**src/rtl/fetch_sequencer.sv**
```systemverilog
// rtl/fetch_sequencer.sv - fetch/decode/indirect control sequencer with execute handoff
module fetch_sequencer (
  input  logic        clk,
  input  logic        rst_n,
  input  logic        start,
  input  logic        halt_req,
  input  logic [15:0] ir_q,
  input  logic        exec_ready,
  output logic        x2,
  output logic        x5,
  output logic        x7,
  output logic        mem_read,
  output logic        ld_ar,
  output logic        ld_ir,
  output logic        ld_i,
  output logic        pc_incr,
  output logic [3:0]  t,
  output logic [7:0]  d,
  output logic        i_bit,
  output logic        exec_valid,
  output logic        running,
  output logic [15:0] instr_count
);

  typedef enum logic [2:0] {
    S_IDLE,
    S_T0,
    S_T1,
    S_T2,
    S_T3,
    S_EXEC
  } state_t;

  state_t      state;
  logic        halt_pend;
  logic [15:0] cnt_q;
  logic        halt_now;
  logic        indirect_next;

  // The address field goes straight to the datapath; the sequencer never looks at it.
  logic unused_addr;
  assign unused_addr = ^ir_q[11:0];

  // A halt request seen at the handoff edge itself counts as pending.
  assign halt_now = halt_pend | halt_req;

  // T3 indirect decision, evaluated on the IR word being decoded at the end of T2.
  assign indirect_next = ir_q[15] & (ir_q[14:12] != 3'd7);

  assign instr_count = cnt_q;

  // Sequencer: state, registered Moore strobes, decode latches, halt flag and handoff counter.
  always_ff @(posedge clk or negedge rst_n) begin
    if (!rst_n) begin
      state      <= S_IDLE;
      x2         <= 1'b0;
      x5         <= 1'b0;
      x7         <= 1'b0;
      mem_read   <= 1'b0;
      ld_ar      <= 1'b0;
      ld_ir      <= 1'b0;
      ld_i       <= 1'b0;
      pc_incr    <= 1'b0;
      t          <= 4'd0;
      d          <= 8'd0;
      i_bit      <= 1'b0;
      exec_valid <= 1'b0;
      running    <= 1'b0;
      halt_pend  <= 1'b0;
      cnt_q      <= 16'd0;
    end else begin
      x2         <= 1'b0;
      x5         <= 1'b0;
      x7         <= 1'b0;
      mem_read   <= 1'b0;
      ld_ar      <= 1'b0;
      ld_ir      <= 1'b0;
      ld_i       <= 1'b0;
      pc_incr    <= 1'b0;
      t          <= 4'd0;
      exec_valid <= 1'b0;

      if (state != S_IDLE && halt_req) begin
        halt_pend <= 1'b1;
      end

      case (state)
        S_IDLE: begin
          if (start) begin
            state   <= S_T0;
            running <= 1'b1;
            x2      <= 1'b1;
            ld_ar   <= 1'b1;
            t       <= 4'b0001;
          end
        end
        S_T0: begin
          state    <= S_T1;
          mem_read <= 1'b1;
          x7       <= 1'b1;
          ld_ir    <= 1'b1;
          pc_incr  <= 1'b1;
          t        <= 4'b0010;
        end
        S_T1: begin
          state <= S_T2;
          x5    <= 1'b1;
          ld_ar <= 1'b1;
          ld_i  <= 1'b1;
          t     <= 4'b0100;
        end
        S_T2: begin
          state <= S_T3;
          d     <= 8'd1 << ir_q[14:12];
          i_bit <= ir_q[15];
          t     <= 4'b1000;
          if (indirect_next) begin
            mem_read <= 1'b1;
            x7       <= 1'b1;
            ld_ar    <= 1'b1;
          end
        end
        S_T3: begin
          state      <= S_EXEC;
          exec_valid <= 1'b1;
        end
        S_EXEC: begin
          if (exec_ready) begin
            cnt_q <= cnt_q + 16'd1;
            if (halt_now) begin
              state     <= S_IDLE;
              running   <= 1'b0;
              halt_pend <= 1'b0;
            end else begin
              state <= S_T0;
              x2    <= 1'b1;
              ld_ar <= 1'b1;
              t     <= 4'b0001;
            end
          end else begin
            exec_valid <= 1'b1;
          end
        end
        default: begin
          state     <= S_IDLE;
          running   <= 1'b0;
          halt_pend <= 1'b0;
        end
      endcase
    end
  end

endmodule

```
**config.mk**
```make
export PLATFORM = sky130hd
export DESIGN_NAME = fetch_sequencer
export DESIGN_NICKNAME = d
export VERILOG_FILES = /design/src/rtl/fetch_sequencer.sv
export SDC_FILE = /design/constraint.sdc
export NUM_CORES = 1
export LEC_CHECK = 0
export ABC_AREA = 1
export ABC_CLOCK_PERIOD_IN_PS = 1500
export BUFFER_PORTS_ARGS = -buffer_cell sky130_fd_sc_hd__buf_2
export CAP_MARGIN = 20
export CELL_PAD_IN_SITES_DETAIL_PLACEMENT = 0
export CELL_PAD_IN_SITES_GLOBAL_PLACEMENT = 1
export CORE_MARGIN = 5
export CORE_UTILIZATION = 38
export CTS_BUF_LIST = sky130_fd_sc_hd__clkbuf_8
export CTS_CLUSTER_DIAMETER = 40
export DETAILED_ROUTE_END_ITERATION = 8
export GPL_ROUTABILITY_DRIVEN = 0
export GPL_TIMING_DRIVEN = 0
export PLACE_DENSITY_LB_ADDON = 0.1
export SETUP_SLACK_MARGIN = 0.2
export SYNTH_ARGS = -nofsm -noshare
export SYNTH_HDL_FRONTEND = slang
export SYNTH_SLANG_ARGS = --single-unit
export TNS_END_PERCENT = 100
```
**constraint.sdc**
```tcl
create_clock -name clk -period 1.5 [get_ports clk]
set_input_delay 0.3 -clock clk [delete_from_list [all_inputs] [get_ports clk]]
set_output_delay 0.3 -clock clk [all_outputs]
set_load 0.01 [all_outputs]
```
==> run metrics <==
Final Power=3920 uW; register area share after synthesis=52.4%; Avg WL per Cell=12.7 um; Placed Area=2180 sq um; final setup fails=0; Yosys cell types=26; Max-slew headroom=41.8%; first-pass GRT wire length=7.64 mm; Worst Setup SP=instr_count[1]; RSZ-0062 raised after global routing=true; share of cells above drive strength 1=35.1%; clk slew on worst S/H paths=0.07 ns; result of the run=finished clean; dpl hpwl=3.17 mm; CTS Sinks=39; vias in the first global route=1642; worst-path cell chain=buf_4, buf_2; final max-slew violation count=0; initial cell density of the core=39.2%; total CTS buffers=5; # diodes=0; leading area contributor after synthesis=dfrtp_1; CTS Buffer Depth=2; Synth top cells by count=nand2_1, dfrtp_1, inv_1; Post-Syn Nets=242; CP endpoint kind=primary output; I/O pins=60; CTS tree=done; Total Routing Usage GR=15.5%; CP max FO=4; post-route minimum period=1.30 ns; power density over the cells=1600 nW/um^2; period utilisation layout=86.4%; final net count=304; Worst VDD drop=0.000774 V; port buffer count=47; synth top area cells=dfrtp_1, nand2_1, inv_1, nor2_1, nand4_1; Seq cells post-synth=39; skew final=0.00356 ns; Final Hold Violating Endpoints=0; TritonRoute pass-1 iters=4; Synth warnings=0; top cell type's share of synthesized area=52.4%; Area Growth Syn to Fin=31.6%; final non-filler cell total=349; drt via density=4.61; Peak Freq=772 MHz; max_cap viols=0; die area=6400 sq um; count leader, synth=nand2_1; CTS root buffer=clkbuf_8; Die X=80.0 um; Hold WC Path Type=input pin to asynchronous set/reset pin; asr flop ratio synth=100%; GRT overflow=0; fin area=2450 sq um; CP arrival=1.00 ns; Skew-Pair Late Insertion Delay=0.29 ns; area of the core=4750 sq um; Req. time, crit path=1.20 ns; initial antenna violation count=0; hold buffers post-CTS=0; Pleak=0.00132 uW; Cells after Synth=220; R2R Path Start=state[1]; Avg Cell Area, Syn=8.46 sq um; Fill cells=468; critical path class=register to primary output; Final TNS setup=0 ns; Die H=80.0 um; synthesized area=1860 sq um; placed cell count=334; # DRC=0; slowest cell delay on critical path=0.44 ns; FP Rows=25; via count=1609; type of origin of the critical path=register; Post-synth EDFFs=0; ys flop type=dfrtp_1; overall routed net length=4.45 mm; Worst-Margin Slew=0.872 ns; Slowest-stage cell, CP=dfrtp_2; largest net degree at the start of global routing=40; Antenna Violating Nets Remaining=0; H-tree depth=2; DR iter-0 viols=85
-- cells by family (layout without fill, tap and decap cells) --
group                      count (synthesis)  count (layout)  synth area share, %
AOI/OAI and AO/OA                         17              17                 4.64
xor gates and xnor gates                   8               8                 3.76
adders and majority gates                  1               1                0.672
buffers and inverters                     36              97                 8.87
DFF                                       39              39                 52.4
muxes                                      1               1                0.605
and+or+nand+nor                          118             119                 29.0
-- sequential cells by signal, indices dropped and copies added (netlist names) --
| register | count |
|---|---|
| x2 | 1 |
| ld_i | 1 |
| pc_incr | 1 |
| instr_count | 16 |
| ld_ar | 1 |
| halt_pend | 1 |
| mem_read | 1 |
| state | 3 |
| d | 8 |
| i_bit | 1 |
| t | 3 |
| running | 1 |
| exec_valid | 1 |
-- per-layer routing --
| metal | part of all wire (%) | up-vias | routed length (um) | track usage [%] |
|---|---|---|---|---|
| met2 | 51 | 28 | 2270 | 26.0 |
| met4 | 1.6 | 0 | 71 | 6.25 |
| met3 | 4.8 | 7 | 215 | 4.63 |
| li1 | - | 816 | - | - |
| met1 | 42 | 758 | 1890 | 18.3 |
| met5 | 0 | - | 0 | 0 |
-- area by class of cell --
| class | instances | area [sq um] | share of cell area (%) |
|---|---|---|---|
| Sequential cell | 39 | 983 | 40.1 |
| Multi-Input combinational cell | 146 | 816 | 33.3 |
| Timing Repair Buffer | 54 | 304 | 12.4 |
| Inverter | 29 | 111 | 4.55 |
| Tap cell | 67 | 83.8 | 3.42 |
| Clock buffer | 6 | 82.6 | 3.37 |
| Buffer | 7 | 63.8 | 2.60 |
| Clock inverter | 1 | 5.00 | 0.204 |
-- layout by cell type, fill, tap and decap left out, types with 2 or more instances in the layout --
cell type	instances
nand3_1	12
nand2_1	54
nor2_4	6
nor3_1	3
dfrtp_2	6
buf_6	4
xnor2_1	4
nor2_2	5
clkbuf_8	6
buf_2	47
buf_4	9
o21ai_1	2
nand2_2	2
inv_1	27
nand4_1	11
or2_2	2
dfrtp_1	33
xor2_1	4
nor2_1	17
o21ai_0	12
a21oi_1	2
nand2_4	3
-- report_power, final --
part | internal [uW] | switching, uW | total, uW
sequential | 1380 | 249 | 1630
combinational | 702 | 861 | 1560
clock | 361 | 369 | 730
-- through the flow --
step | hold WS (ns) | setup slack, ns | utilization (%)
after floorplan | 0.00441 | 0.231 | -
after global placement | 0.474 | 0.0962 | 45.9
after detailed placement | 0.481 | 0.0970 | 45.9
after CTS | 0.154 | 0.134 | 48.3
after global routing | 0.197 | 0.146 | 51.5
final | 0.120 | 0.204 | 51.5
-- what timing repair did --
action / CTS / global route
buffers inserted: 0 / 7
gates resized for setup: 4 / 28
pin swaps: 1 / 8
gates cloned: 1 / 0
endpoints found under the setup margin: 20 / 26
-- final timing paths --
kind / to / depth (start not counted) / slack [ns]
max: instr_count[1] / 2 / 0.20
max in group asynchronous: instr_count[1] / 1 / 0.78
min reg2reg: instr_count[15] / 2 / 0.50
min in group clk: i_bit / 2 / 0.25
min: instr_count[7] / 1 / 0.12
max reg2reg: instr_count[2] / 6 / 0.23
-- worst max-delay path: cells and delay by family, from the launching register on --
kind | cells | cell delay [ns]
buf+inv | 2 | 0.27
flops | 1 | 0.44
Power figures use the tool's default switching activity.
